**config.mk**
```make
export PLATFORM = sky130hd
export DESIGN_NAME = mem_arbiter
export DESIGN_NICKNAME = d
export VERILOG_FILES = /design/src/rtl/cpu_types_pkg.sv /design/src/rtl/mem_arbiter.sv
export SDC_FILE = /design/constraint.sdc
export NUM_CORES = 1
export LEC_CHECK = 0
export ABC_CLOCK_PERIOD_IN_PS = 2400
export CORE_AREA = 3 3 104 106
export DETAILED_ROUTE_END_ITERATION = 12
export DIE_AREA = 0 0 107 109
export PLACE_DENSITY_LB_ADDON = 0.05
export SYNTH_ARGS = -nofsm -noshare
export SYNTH_HDL_FRONTEND = slang
export SYNTH_SLANG_ARGS = --single-unit
```
**constraint.sdc**
```tcl
create_clock -name CLK -period 2.4 [get_ports CLK]
set_input_delay 0.6 -clock CLK [delete_from_list [all_inputs] [get_ports CLK]]
set_output_delay 0.6 -clock CLK [all_outputs]
set_load 0.005 [all_outputs]
```
**src/rtl/cpu_types_pkg.sv**
```systemverilog
// Shared CPU memory-side types: machine word, RAM handshake state and
// the RAM arbiter's FSM state encoding.
package cpu_types_pkg;

  typedef logic [31:0] word_t;

  typedef enum logic [1:0] {
    FREE   = 2'd0,
    BUSY   = 2'd1,
    ACCESS = 2'd2,
    ERROR  = 2'd3
  } ramstate_t;

  typedef enum logic [1:0] {
    IDLE   = 2'd0,
    DGRANT = 2'd1,
    IGRANT = 2'd2
  } arb_state_t;

endpackage

```
**src/rtl/mem_arbiter.sv**
```systemverilog
// Shares the single-ported RAM between the I-cache and D-cache ports, data first.
// Define ARB_FAIR_EN to add a starvation counter that forces an instruction grant.
module mem_arbiter
  import cpu_types_pkg::*;
#(
  parameter int STARVE_LIMIT = 4
) (
  input  logic      CLK,
  input  logic      nRST,
  input  logic      iREN,
  input  word_t     iaddr,
  output logic      iwait,
  output word_t     iload,
  input  logic      dREN,
  input  logic      dWEN,
  input  word_t     daddr,
  input  word_t     dstore,
  output logic      dwait,
  output word_t     dload,
  output logic      ramREN,
  output logic      ramWEN,
  output word_t     ramaddr,
  output word_t     ramstore,
  input  word_t     ramload,
  input  ramstate_t ramstate
);

  if (STARVE_LIMIT < 1 || STARVE_LIMIT > 15) begin : g_bad_limit
    $error("mem_arbiter: STARVE_LIMIT must be in 1..15");
  end

  arb_state_t state_q, state_d;

  logic d_req;
  logic d_done;
  logic i_done;
  logic i_first;

  assign d_req  = dREN | dWEN;
  assign d_done = (state_q == DGRANT) && d_req && (ramstate == ACCESS);
  assign i_done = (state_q == IGRANT) && iREN && (ramstate == ACCESS);

`ifdef ARB_FAIR_EN
  logic [3:0] starve_q, starve_d;

  assign i_first = iREN && (starve_q >= 4'(STARVE_LIMIT));

  // Counts data completions that happened while a fetch was left waiting.
  always_comb begin
    starve_d = starve_q;
    if (d_done) begin
      if (!iREN)                 starve_d = 4'd0;
      else if (starve_q != 4'hF) starve_d = starve_q + 4'd1;
    end else if (i_done) begin
      starve_d = 4'd0;
    end
  end
`else
  assign i_first = 1'b0;
`endif

  always_comb begin
    state_d = state_q;
    unique case (state_q)
      IDLE: begin
        if (i_first)    state_d = IGRANT;
        else if (d_req) state_d = DGRANT;
        else if (iREN)  state_d = IGRANT;
      end
      // Leave on completion, on ERROR (retry via IDLE) or on withdrawal.
      DGRANT: begin
        if (!d_req || ramstate == ACCESS || ramstate == ERROR) state_d = IDLE;
      end
      IGRANT: begin
        if (!iREN || ramstate == ACCESS || ramstate == ERROR) state_d = IDLE;
      end
      default: state_d = IDLE;
    endcase
  end

  // RAM side follows the live request inputs so a withdrawal drops the enables at once.
  always_comb begin
    iwait    = 1'b1;
    dwait    = 1'b1;
    iload    = '0;
    dload    = '0;
    ramREN   = 1'b0;
    ramWEN   = 1'b0;
    ramaddr  = '0;
    ramstore = '0;
    unique case (state_q)
      DGRANT: begin
        ramaddr  = daddr;
        ramstore = dstore;
        ramWEN   = dWEN;
        ramREN   = dREN & ~dWEN;
        if (d_done) begin
          dwait = 1'b0;
          dload = ramload;
        end
      end
      IGRANT: begin
        ramaddr = iaddr;
        ramREN  = iREN;
        if (i_done) begin
          iwait = 1'b0;
          iload = ramload;
        end
      end
      default: ;
    endcase
  end

  always_ff @(posedge CLK) begin
    if (!nRST) begin
      state_q  <= IDLE;
`ifdef ARB_FAIR_EN
      starve_q <= 4'd0;
`endif
    end else begin
      state_q  <= state_d;
`ifdef ARB_FAIR_EN
      starve_q <= starve_d;
`endif
    end
  end

endmodule

```
==> results.cfg, run 1 <==
[sta]
relSlewSlack_pct = 85.3
fin_worst_skew_ns = 0.00244
fin_hold_ws_ns = 0.534
worst_pin_slew_ns = 0.219
setup_viol = 0
period_share_pct = 97.3
fin_setup_tns_ns = 0
slew_violations = 0
finalHoldViolCount = 0
fmax_mhz = 428
fin_crit_ns = 2.34
worst_slack_ns = 0.0641

[placement]
post-place-ws_ns = -0.414
hpwl_um = 7090
dpl-instance-area_um2 = 4240
portBuffers = 266
gp_congestion = 0.706
placedCellCount = 596

[yosys]
yosysMostFrequentCell = and2_1
synth-edff-count = 0
ys_ff_latch = 2
synth_nets = 346
synth_seq_area_share_pct = 2.92
postSynthAreaPerCell_um2 = 6.59
synth_ff_type = dfxtp_1
synth_cells = 208
async_reset_ff_share_pct = 0
synth_cell_types = 23
synth_area_um2 = 1370
synth_area_leader_cell = and2_1
synthTopCellsByArea = and2_1 44%, a22oi_1 18%, nor2b_1 15%, dfxtp_1 2.9%, ha_1 2.7%
synth_top_area_share_pct = 44.3
ys_warn_count = 0
synth_commonest_cells = 97 x and2_1, 32 x a22oi_1, 32 x nor2b_1

[cells_and_area]
top_regs = state_q (2)
final_cells = 617
regMostFlops = state_q
design_area_um2 = 4350
layout-drive-gt1-share_pct = 22.5
area_delta_synth_final_pct = 218
antennaDiodeCount = 0
final_nets = 624
largest_register_ffs = 2

[setup_path]
start_kind = input port
path_cells = clkdlybuf4s15_1 > o21ai_4 > nor2_4 > buf_6 > buf_6 > buf_16 > and2_1 > buf_2
end_kind = output pin
crit_slowest_cell = clkdlybuf4s15_1
cp.required_ns = 1.80
critPathMaxStageDelay_ns = 0.23
worstPathArrival_ns = 1.74
path_common_cell = buf_6
crit_path_max_fanout = 8
path_class = input port to output pin

[drt]
vias = 2488
viasPerCell = 4.03
detail-route-antenna-nets = 0
wire_per_inst_um = 15.2
drtPass1Iterations = 4
drt_iter0_drc = 73
wirelength_um = 9370
drc = 0

[power_and_ir_drop]
p_per_area_nw_per_um2 = 255
clkPwrFrac_pct = 11.8
leakage_nw = 2.06
swShare_pct = 30.9
ir_worst_vdd_mv = 0.121
internal-power_w = 0.000767
switchingPower_w = 0.000342
comb_power_share_pct = 84.2
p_seq_share_pct = 4.0

[floorplanning]
die-area_um2 = 11700
core-area_um2 = 9860
row_count = 36
ioPinCount = 267
die_w_um = 107
initial_core_util_pct = 13.9
die_h_um = 109

[cts]
cts-htree-levels = 1
cts_tree = yes
cts.clk_slew.worst_paths_ns = 0.03
cts_num_sinks = 2
clock_latency_ns = 0.21
cts-buffers-inserted = 3
clock-root-buffer = clkbuf_8
clk_path_buf_depth = 2
hold_buffers = 0

[global_routing]
grt_pass1_wl_um = 13500
grt_overflow_total = 0
grt_max_degree = 24
antenna_found_initial = 1
grt_use_total_pct = 14.7
first_global_vias = 2369

[min_path]
min_path_type = register to register

[status]
status = finished clean

[flow_run]
drv_cap = 0
## cell usage in the layout (no fill, tap or decap), types with 6 or more instances in the layout
cell type and count:
buf_2 64, dlymetal6s2s_1 6, dlygate4sd2_1 32, buf_12 8
clkdlybuf4s50_1 161, buf_16 8, buf_4 6, and2_1 95
a22oi_1 32, nor2b_1 32
## power groups by stage
stage / Clock [W] / Sequential (W) / Combinational (W)
after floorplan: 0 / 0.0000404 / 0.000290
after global placement: 0 / 0.0000412 / 0.000828
after detailed placement: 0 / 0.0000413 / 0.000827
after CTS: 0.000135 / 0.0000444 / 0.000948
after global routing: 0.000143 / 0.0000452 / 0.00101
final: 0.000131 / 0.0000448 / 0.000934
## critical path, delay by kind of cell
kind / cells / cell delay [ns]
compound gates: 1 / 0.21
buf+inv: 5 / 0.70
simple gates: 2 / 0.21
## final cells by class
class / count / area (um^2)
multi-input combinational: 180 / 1270
inverter: 6 / 27.5
timing repair buffer: 293 / 2800
tap: 133 / 166
fill: 1018 / 5510
clock buffer: 3 / 41.3
sequential: 2 / 47.5
## what timing repair did
action / in CTS / in global routing
buffers inserted: 10 / 1
endpoints found under the setup margin: 102 / 35
pin swaps: 5 / 0
cloned: 8 / 0
resized for setup: 320 / 12
## routing by layer
metal | track usage (%) | part of all wire, % | up-vias
met5 | 0 | 0.12 | -
met4 | 0.822 | 0.053 | 2
met3 | 5.15 | 11 | 2
met2 | 28.8 | 54 | 140
met1 | 15.8 | 36 | 1106
li1 | - | - | 1238
## path summary, 6_finish.rpt
| path | startpoint | slack, ns | end | depth (start not counted) |
|---|---|---|---|---|
| worst min-delay path | state_q[1]$_SDFFE_PN0P_ | 0.53 | state_q[1]$_SDFFE_PN0P_ | 2 |
| worst min register to register | state_q[1]$_SDFFE_PN0P_ | 0.53 | state_q[1]$_SDFFE_PN0P_ | 2 |
| worst max register to register | state_q[1]$_SDFFE_PN0P_ | 0.91 | state_q[1]$_SDFFE_PN0P_ | 7 |
| worst max-delay path | dREN | 0.06 | dload[18] | 8 |
## cell families after synthesis
| group | synth area share [%] |
|---|---|
| AND/OR/NAND/NOR | 63.5 |
| AO/OA/AOI/OAI | 22.3 |
| buffers and inverters | 8.58 |
| adder cells (fa/ha/maj) | 2.74 |
| flip-flops | 2.92 |
## stage by stage
stage / power, W / utilization (%)
final: 0.00111 / 44.1
after floorplan: 0.000330 / -
after global placement: 0.000869 / 42.9
after global routing: 0.00120 / 44.1
after CTS: 0.00113 / 43.9
after detailed placement: 0.000868 / 42.9
(Power assumes the default switching activity.)
==> run 2, diff against run 1 <==
- CTS_CLUSTER_DIAMETER: default -> 40
==> results of run 2 <==
No change in the layout: final DEF, timing and power equal those of run 1.
